**src/rtl/iic_cfg_seq.sv**
```systemverilog
// iic_cfg_seq: walks a {reg_addr, data} table after reset or on cfg_start. Each entry is
// issued as an I2C write through iic_driver and, if VERIFY, read back and compared.
//
// Ports:
//   sys_clk, sys_rst          clock, synchronous active-high reset
//   cfg_start                 re-run request, honoured only when finished
//   cfg_index / cfg_entry     table lookup; entry is valid the cycle after the index changes
//   iic_exe, iic_rw_ctrl,     transaction request to iic_driver (1 = write)
//   bit_ctrl, iic_addr,
//   iic_data_in
//   iic_data_out, iic_ack,    transaction result; iic_ack = 1 means NACK; only the
//   iic_done                  rising edge of iic_done completes a transaction
//   cfg_busy, cfg_done,       sequence status
//   cfg_err, err_cnt          sticky failure flag and saturating failed-entry count
module iic_cfg_seq #(
    parameter logic [7:0]  REG_NUM    = 8'd6,
    parameter logic [19:0] INIT_DELAY = 20'd100,
    parameter logic        VERIFY     = 1'b1,
    parameter logic [1:0]  RETRY_MAX  = 2'd2,
    parameter logic        ADDR16     = 1'b1
) (
    input  logic        sys_clk,
    input  logic        sys_rst,
    input  logic        cfg_start,
    output logic [7:0]  cfg_index,
    input  logic [23:0] cfg_entry,
    output logic        iic_exe,
    output logic        iic_rw_ctrl,
    output logic        bit_ctrl,
    output logic [15:0] iic_addr,
    output logic [7:0]  iic_data_in,
    input  logic [7:0]  iic_data_out,
    input  logic        iic_ack,
    input  logic        iic_done,
    output logic        cfg_busy,
    output logic        cfg_done,
    output logic        cfg_err,
    output logic [7:0]  err_cnt
);

    typedef enum logic [2:0] {
        StWait, StFetch, StWr, StWrWait, StRd, StRdWait, StNext, StFin
    } state_e;

    state_e      state_q, state_d;
    logic [19:0] dly_q, dly_d;
    logic [7:0]  idx_q, idx_d;
    logic [1:0]  retry_q, retry_d;
    logic [15:0] addr_q, addr_d;
    logic [7:0]  wdata_q, wdata_d;
    logic        done_q;
    logic        err_q, err_d;
    logic [7:0]  err_cnt_q, err_cnt_d;
    logic        done_rise;
    logic        fail;

    // A done level left high from the previous transaction must not complete the next one.
    assign done_rise = iic_done & ~done_q;

    always_ff @(posedge sys_clk) begin
        if (sys_rst) begin
            state_q   <= StWait;
            dly_q     <= '0;
            idx_q     <= '0;
            retry_q   <= '0;
            addr_q    <= '0;
            wdata_q   <= '0;
            done_q    <= 1'b0;
            err_q     <= 1'b0;
            err_cnt_q <= '0;
        end else begin
            state_q   <= state_d;
            dly_q     <= dly_d;
            idx_q     <= idx_d;
            retry_q   <= retry_d;
            addr_q    <= addr_d;
            wdata_q   <= wdata_d;
            done_q    <= iic_done;
            err_q     <= err_d;
            err_cnt_q <= err_cnt_d;
        end
    end

    always_comb begin
        state_d   = state_q;
        dly_d     = dly_q;
        idx_d     = idx_q;
        retry_d   = retry_q;
        addr_d    = addr_q;
        wdata_d   = wdata_q;
        err_d     = err_q;
        err_cnt_d = err_cnt_q;
        fail      = 1'b0;

        case (state_q)
            StWait: begin
                // Widened compare so INIT_DELAY = 0 still leaves after one cycle.
                if ({1'b0, dly_q} + 21'd1 >= {1'b0, INIT_DELAY}) begin
                    dly_d   = '0;
                    state_d = (REG_NUM == 8'd0) ? StFin : StFetch;
                end else begin
                    dly_d = dly_q + 20'd1;
                end
            end
            StFetch: begin
                addr_d  = cfg_entry[23:8];
                wdata_d = cfg_entry[7:0];
                state_d = StWr;
            end
            StWr: state_d = StWrWait;
            StWrWait: begin
                if (done_rise) begin
                    if (iic_ack) begin
                        if (retry_q < RETRY_MAX) begin
                            retry_d = retry_q + 2'd1;
                            state_d = StWr;
                        end else begin
                            fail    = 1'b1;
                            state_d = StNext;
                        end
                    end else begin
                        state_d = VERIFY ? StRd : StNext;
                    end
                end
            end
            StRd: state_d = StRdWait;
            StRdWait: begin
                if (done_rise) begin
                    if (iic_ack && (retry_q < RETRY_MAX)) begin
                        retry_d = retry_q + 2'd1;
                        state_d = StRd;
                    end else begin
                        fail    = iic_ack || (iic_data_out != wdata_q);
                        state_d = StNext;
                    end
                end
            end
            StNext: begin
                retry_d = '0;
                if (idx_q == REG_NUM - 8'd1) begin
                    state_d = StFin;
                end else begin
                    idx_d   = idx_q + 8'd1;
                    state_d = StFetch;
                end
            end
            StFin: begin
                if (cfg_start) begin
                    err_d     = 1'b0;
                    err_cnt_d = '0;
                    idx_d     = '0;
                    dly_d     = '0;
                    state_d   = StWait;
                end
            end
            default: state_d = StWait;
        endcase

        // Every failing path leaves through StNext, so an entry fails at most once.
        if (fail) begin
            err_d = 1'b1;
            if (err_cnt_q != 8'hFF) begin
                err_cnt_d = err_cnt_q + 8'd1;
            end
        end
    end

    assign cfg_index   = idx_q;
    assign iic_exe     = (state_q == StWr) || (state_q == StRd);
    assign iic_rw_ctrl = !((state_q == StRd) || (state_q == StRdWait));
    assign bit_ctrl    = ADDR16;
    assign iic_addr    = addr_q;
    assign iic_data_in = wdata_q;
    assign cfg_busy    = (state_q != StFin);
    assign cfg_done    = (state_q == StFin);
    assign cfg_err     = err_q;
    assign err_cnt     = err_cnt_q;

endmodule

```
**config.mk**
```make
export PLATFORM = sky130hd
export DESIGN_NAME = iic_cfg_seq
export DESIGN_NICKNAME = d
export VERILOG_FILES = /design/src/rtl/iic_cfg_seq.sv
export SDC_FILE = /design/constraint.sdc
export NUM_CORES = 1
export LEC_CHECK = 0
export BUFFER_PORTS_ARGS = -buffer_cell sky130_fd_sc_hd__buf_2
export CAP_MARGIN = 0
export CORE_MARGIN = 3
export CORE_UTILIZATION = 53
export DETAILED_ROUTE_END_ITERATION = 8
export PLACE_DENSITY = 0.79
export SLEW_MARGIN = 10
export SYNTH_ARGS = -nofsm -noshare
export SYNTH_HDL_FRONTEND = slang
export SYNTH_SLANG_ARGS = --single-unit
```
**constraint.sdc**
```tcl
create_clock -name sys_clk -period 2.9 [get_ports sys_clk]
set_clock_uncertainty 0.05 [all_clocks]
set_input_delay 0.145 -clock sys_clk [delete_from_list [all_inputs] [get_ports sys_clk]]
set_output_delay 0.145 -clock sys_clk [all_outputs]
set_load 0.02 [all_outputs]
```
=== Yosys cells after proc, flatten, opt, wreduce, memory -nomap -nowiden ===
Cells that the tools add are included.

* Add/sub/neg operators: 5
* $mul: 0
* Divide/modulo/power cells: 0
* Magnitude comparators: 2
* Eq/ne operators: 19
* Shift-type cells: 0
* Muxes and demuxes: 34
* Bitwise logic cells: 2
* Reductions and logical operators: 16

{| class="wikitable"
|+ Operators with widths
! kind !! count
|-
| $mux W8 || 6
|-
| $mux W20 || 2
|-
| $pmux W20 S2 || 1
|-
| $pmux W3 S8 || 1
|-
| $add A20 B1 Y21 const B || 1
|-
| $ge A21 B7 Y1 const B || 1
|-
| $mux W3 || 7
|-
| $add A20 B1 Y20 const B || 1
|-
| $add A8 B1 Y8 const B || 2
|-
| $ne A2 B2 Y1 const B || 8
|-
| $pmux W8 S2 || 1
|-
| $eq A3 B3 Y1 const B || 4
|-
| $mux W2 || 6
|-
| $eq A8 B3 Y1 const B || 1
|-
| $mux W1 || 8
|-
| $ne A8 B8 Y1 || 1
|-
| $ne A8 B8 Y1 const B || 1
|-
| $reduce_bool A2 Y1 || 4
|-
| $eq A3 B2 Y1 const B || 2
|-
| $pmux W2 S3 || 1
|-
| $reduce_and A6 Y1 || 1
|-
| $reduce_and A2 Y1 || 2
|-
| $reduce_and A4 Y1 || 1
|-
| $eq A3 B1 Y1 const B || 1
|-
| 12 further kinds || 14
|}

* Bits in registers: 67
* Latch bits: 0
* RAM bits: 0
* ROM bits: 0
* Input bits: 37
* Output and inout port bits: 46
* Logic and storage cells: 87
* Memories kept: 0

=== Logic depth before layout (Yosys ltp) ===
* Depth in word-level cells: 7
* Gate-level depth with buffers: 9
* Gate-level depth less buffers: 9

=== Least setup slack after synthesis ===
Ideal clock, no wire load.

* Path kind: register -> register
* Start point: reg dly_q[0]
* End point: reg dly_q[4]
* Setup time: 59 ps
* Arrival: 2,081 ps
* Data required time: 2,791 ps
* Setup slack: 710 ps
* Cell stages (with the launch flop): 10
* Buffers on the path: 1
* Clock period less this slack: 2,190 ps
* Cell sequence: dfxtp_1 -> ha_1 -> and3_1 -> buf_4 -> nand2_2 -> o31ai_1 -> nand4_1 -> or3b_4 -> o31ai_2 -> o31a_1

* Word-level cells in the longest chain between the ends: 4
* Elaborated cells between the ends (all ways): 5
* Those cells by class: 2 x add/sub; 1 x order compare; 2 x mux

{| class="wikitable"
|+ RTL lines
! element !! RTL line !! RTL
|-
| start: declaration || 46 || <nowiki>logic [19:0] dly_q, dly_d;</nowiki>
|-
| start signal: assignment || 73 || <nowiki>dly_q <= dly_d;</nowiki>
|-
| $add A20 B1 Y21 || 98 || <nowiki>if ({1'b0, dly_q} + 21'd1 >= {1'b0, INIT_DELAY}) begin</nowiki>
|-
| $ge A21 B7 Y1 || 98 ||
|-
| $mux W20 (*) || 98 ||
|-
| $pmux W20 S2 (*) || 95 || <nowiki>case (state_q)</nowiki>
|}

Every way passes the cells marked *; elsewhere a longest branch is shown, timed or not.
A chain may end at the register's enable or synchronous reset.

=== Final worst setup path ===
Ends and elaborated chain as after synthesis.

==> impl_metrics.json <==
{
  "fin_setup_tns_ns": 0,
  "nNetsFinal": 550,
  "layout_common_cells": "buf_2 (81), nand2_1 (69), dfxtp_1 (67), a21oi_1 (40), nor2_1 (26)",
  "min-delay-start": "cfg_entry[13]",
  "placed_cell_area_mm2": 0.003747,
  "cts.clk_slew.worst_paths_ns": 0.07,
  "cts-root-buf": "clkbuf_8",
  "grt_pass1_wl_um": 14410,
  "synth_cells": 413,
  "start_kind": "flip-flop",
  "final_common_cell": "buf_2",
  "status": "finished clean",
  "maxCapViolations": 0,
  "hp-class": "input port to flip-flop",
  "antenna_cells": 0,
  "die_y_um": 85.54,
  "track_usage_pct": 24.44,
  "fmax_mhz": 409.0,
  "rows": 28,
  "synth_flop_cell": "dfxtp_1",
  "setup_viol": 0,
  "hpwl_um": 5611,
  "crit_fanout": 6,
  "synth_cell_types": 63,
  "clock_latency_ns": 0.34,
  "synth_top_area_share_pct": 40.00,
  "start_util_pct": 55.65,
  "critPathRequiredTime_ns": 3.14,
  "antenna_found_initial": 0,
  "grt.overflow.total": 0,
  "place_ws_ns": 0.4950,
  "clock_path_buffers": 2,
  "peakVddDrop_mv": 0.3781,
  "fin_ws_ns": 0.4552,
  "p_total_uw": 2116,
  "vias": 3349,
  "relSlewSlack_pct": 43.17,
  "drt-total-wl_um": 8708,
  "area_delta_synth_final_pct": 25.34,
  "p_leak_uw": 0.001772,
  "firstDrtPassIters": 5,
  "wl_per_cell_um": 14.81,
  "synth_edf_count": 0,
  "yosys-top-cells-area": "dfxtp_1 (40%), nand2_1 (7.7%), a21oi_1 (6.0%), and2_1 (3.5%), xnor2_1 (3.4%)",
  "viasPerCell": 5.696,
  "fin_crit_ns": 2.445,
  "grt_pass1_vias": 3078,
  "r2r-start": "dly_q[0]",
  "syn_avg_cell_area_um2": 8.119,
  "drc_errors": 0,
  "cts_tree": "yes",
  "final_area_mm2": 0.004203,
  "coreArea_mm2": 0.006026,
  "numCtsBuffers": 9,
  "power_density_mw_per_mm2": 503.5,
  "cp.arrival_ns": 2.69,
  "syn-num-nets": 454,
  "htreeDepth": 3,
  "report.final.slew_viol_count": 0,
  "drt_iter0_drc": 230,
  "grt_max_degree": 26,
  "crit_start": "dly_q[0]",
  "dp_cells": 549,
  "stdcell_count": 588,
  "io_pins": 83,
  "ys_ff_latch": 67,
  "dieWidth_um": 85.54,
  "rsz0062_at_grt": "no",
  "cts.sinks": 67,
  "syn_area_mm2": 0.003353,
  "drive_gt1_share_pct": 22.22,
  "gp_congestion": 0.9602,
  "fin_crit_sh_pct": 84.30,
  "async_reset_ff_share_pct": 0,
  "yosysWarnings": 0,
  "worstMarginPinSlew_ns": 0.8525,
  "die_area_mm2": 0.007317,
  "critPathKind": "flip-flop to flip-flop",
  "endpoint_kind": "flip-flop",
  "cts_resized": 0,
  "finalHoldViolations": 0,
  "ant_nets": 0,
  "yosysSeqAreaShare_pct": 40.00,
  "synth.largest_area_cell": "dfxtp_1",
  "io_buffers": 81
}
## synthesized netlist by cell type (3+ instances only)
master,n
a211oi_1,4
a21o_1,4
a21oi_1,40
and2_1,19
and3_1,9
buf_4,5
clkbuf_1,14
dfxtp_1,67
ha_1,4
inv_1,10
mux2i_1,3
nand2_1,69
nand2b_1,5
nand3_1,21
nand4_1,10
nor2_1,26
nor2b_1,7
nor3_1,5
o21ai_0,15
o31ai_1,3
or3_1,5
xnor2_1,13
xor2_1,5
## per-layer routing
| metal | vias up | routed length [µm] | global-route usage (%) |
|---|---|---|---|
| met1 | 1569 | 3519 | 29.19 |
| li1 | 1641 | - | - |
| met5 | - | 0 | 0 |
| met4 | 0 | 191 | 10.50 |
| met2 | 117 | 4464 | 42.23 |
| met3 | 22 | 531 | 5.283 |
## final cells by class
| cell class | count | area (µm²) |
|---|---|---|
| Multi-Input combinational cell | 315 | 1862 |
| Tap cell | 75 | 93.84 |
| Fill cell | 468 | 1823 |
| Clock buffer | 11 | 141.4 |
| Sequential cell | 67 | 1341 |
| Inverter | 10 | 37.54 |
| Timing Repair Buffer | 106 | 653.1 |
| Clock inverter | 4 | 73.82 |
## final timing paths
| path | cells past startpoint | slack, ns | to |
|---|---|---|---|
| min | 3 | 0.04 | iic_addr[5] |
| min reg2reg | 2 | 0.41 | iic_addr[12] |
| max | 8 | 0.46 | dly_q[4] |
| max reg2reg | 8 | 0.46 | dly_q[4] |
## worst max-delay path: stages (launching register included)
cell and delay [ns]:
dfxtp_1 0.40, ha_1 0.26, and3_1 0.31, nand2_2 0.11, o31ai_1 0.31, nand4_1 0.14, or3b_4 0.44, o31ai_2 0.22
o31a_1 0.15
## registers in the layout, summed over array words and instances (netlist names)
name and flops:
retry_q 2, iic_addr 16, cfg_err 1, cfg_index 8, state_q 3, iic_data_in 8, done_q 1, dly_q 20
err_cnt 8
## cell families after synthesis
logic type,share of synthesized area [%]
buf+inv,4.478
mux,1.231
flops,40.00
xor+xnor,4.701
compound gates,17.39
simple gates,30.60
other cells,0.1118
fa+ha+maj,1.493
## power by group
part           internal [µW]  switching (µW)
logic                    116             147
clock network            505             360
registers                951            37.1
## through the flow
stage	hold WS, ns	utilization (%)
5_1_grt	0.03836	69.75
3_5_place_dp	0.3253	62.19
6_report	0.03965	69.75
4_1_cts	0.001272	69.58
3_3_place_gp	0.3176	62.19
2_1_floorplan	0.2232	-
## what timing repair did
action,4_1_cts,5_1_grt
hold buffers,23,1
setup buffers,0,0
hold endpoints to repair,23,1
(Power assumes the default switching activity.)
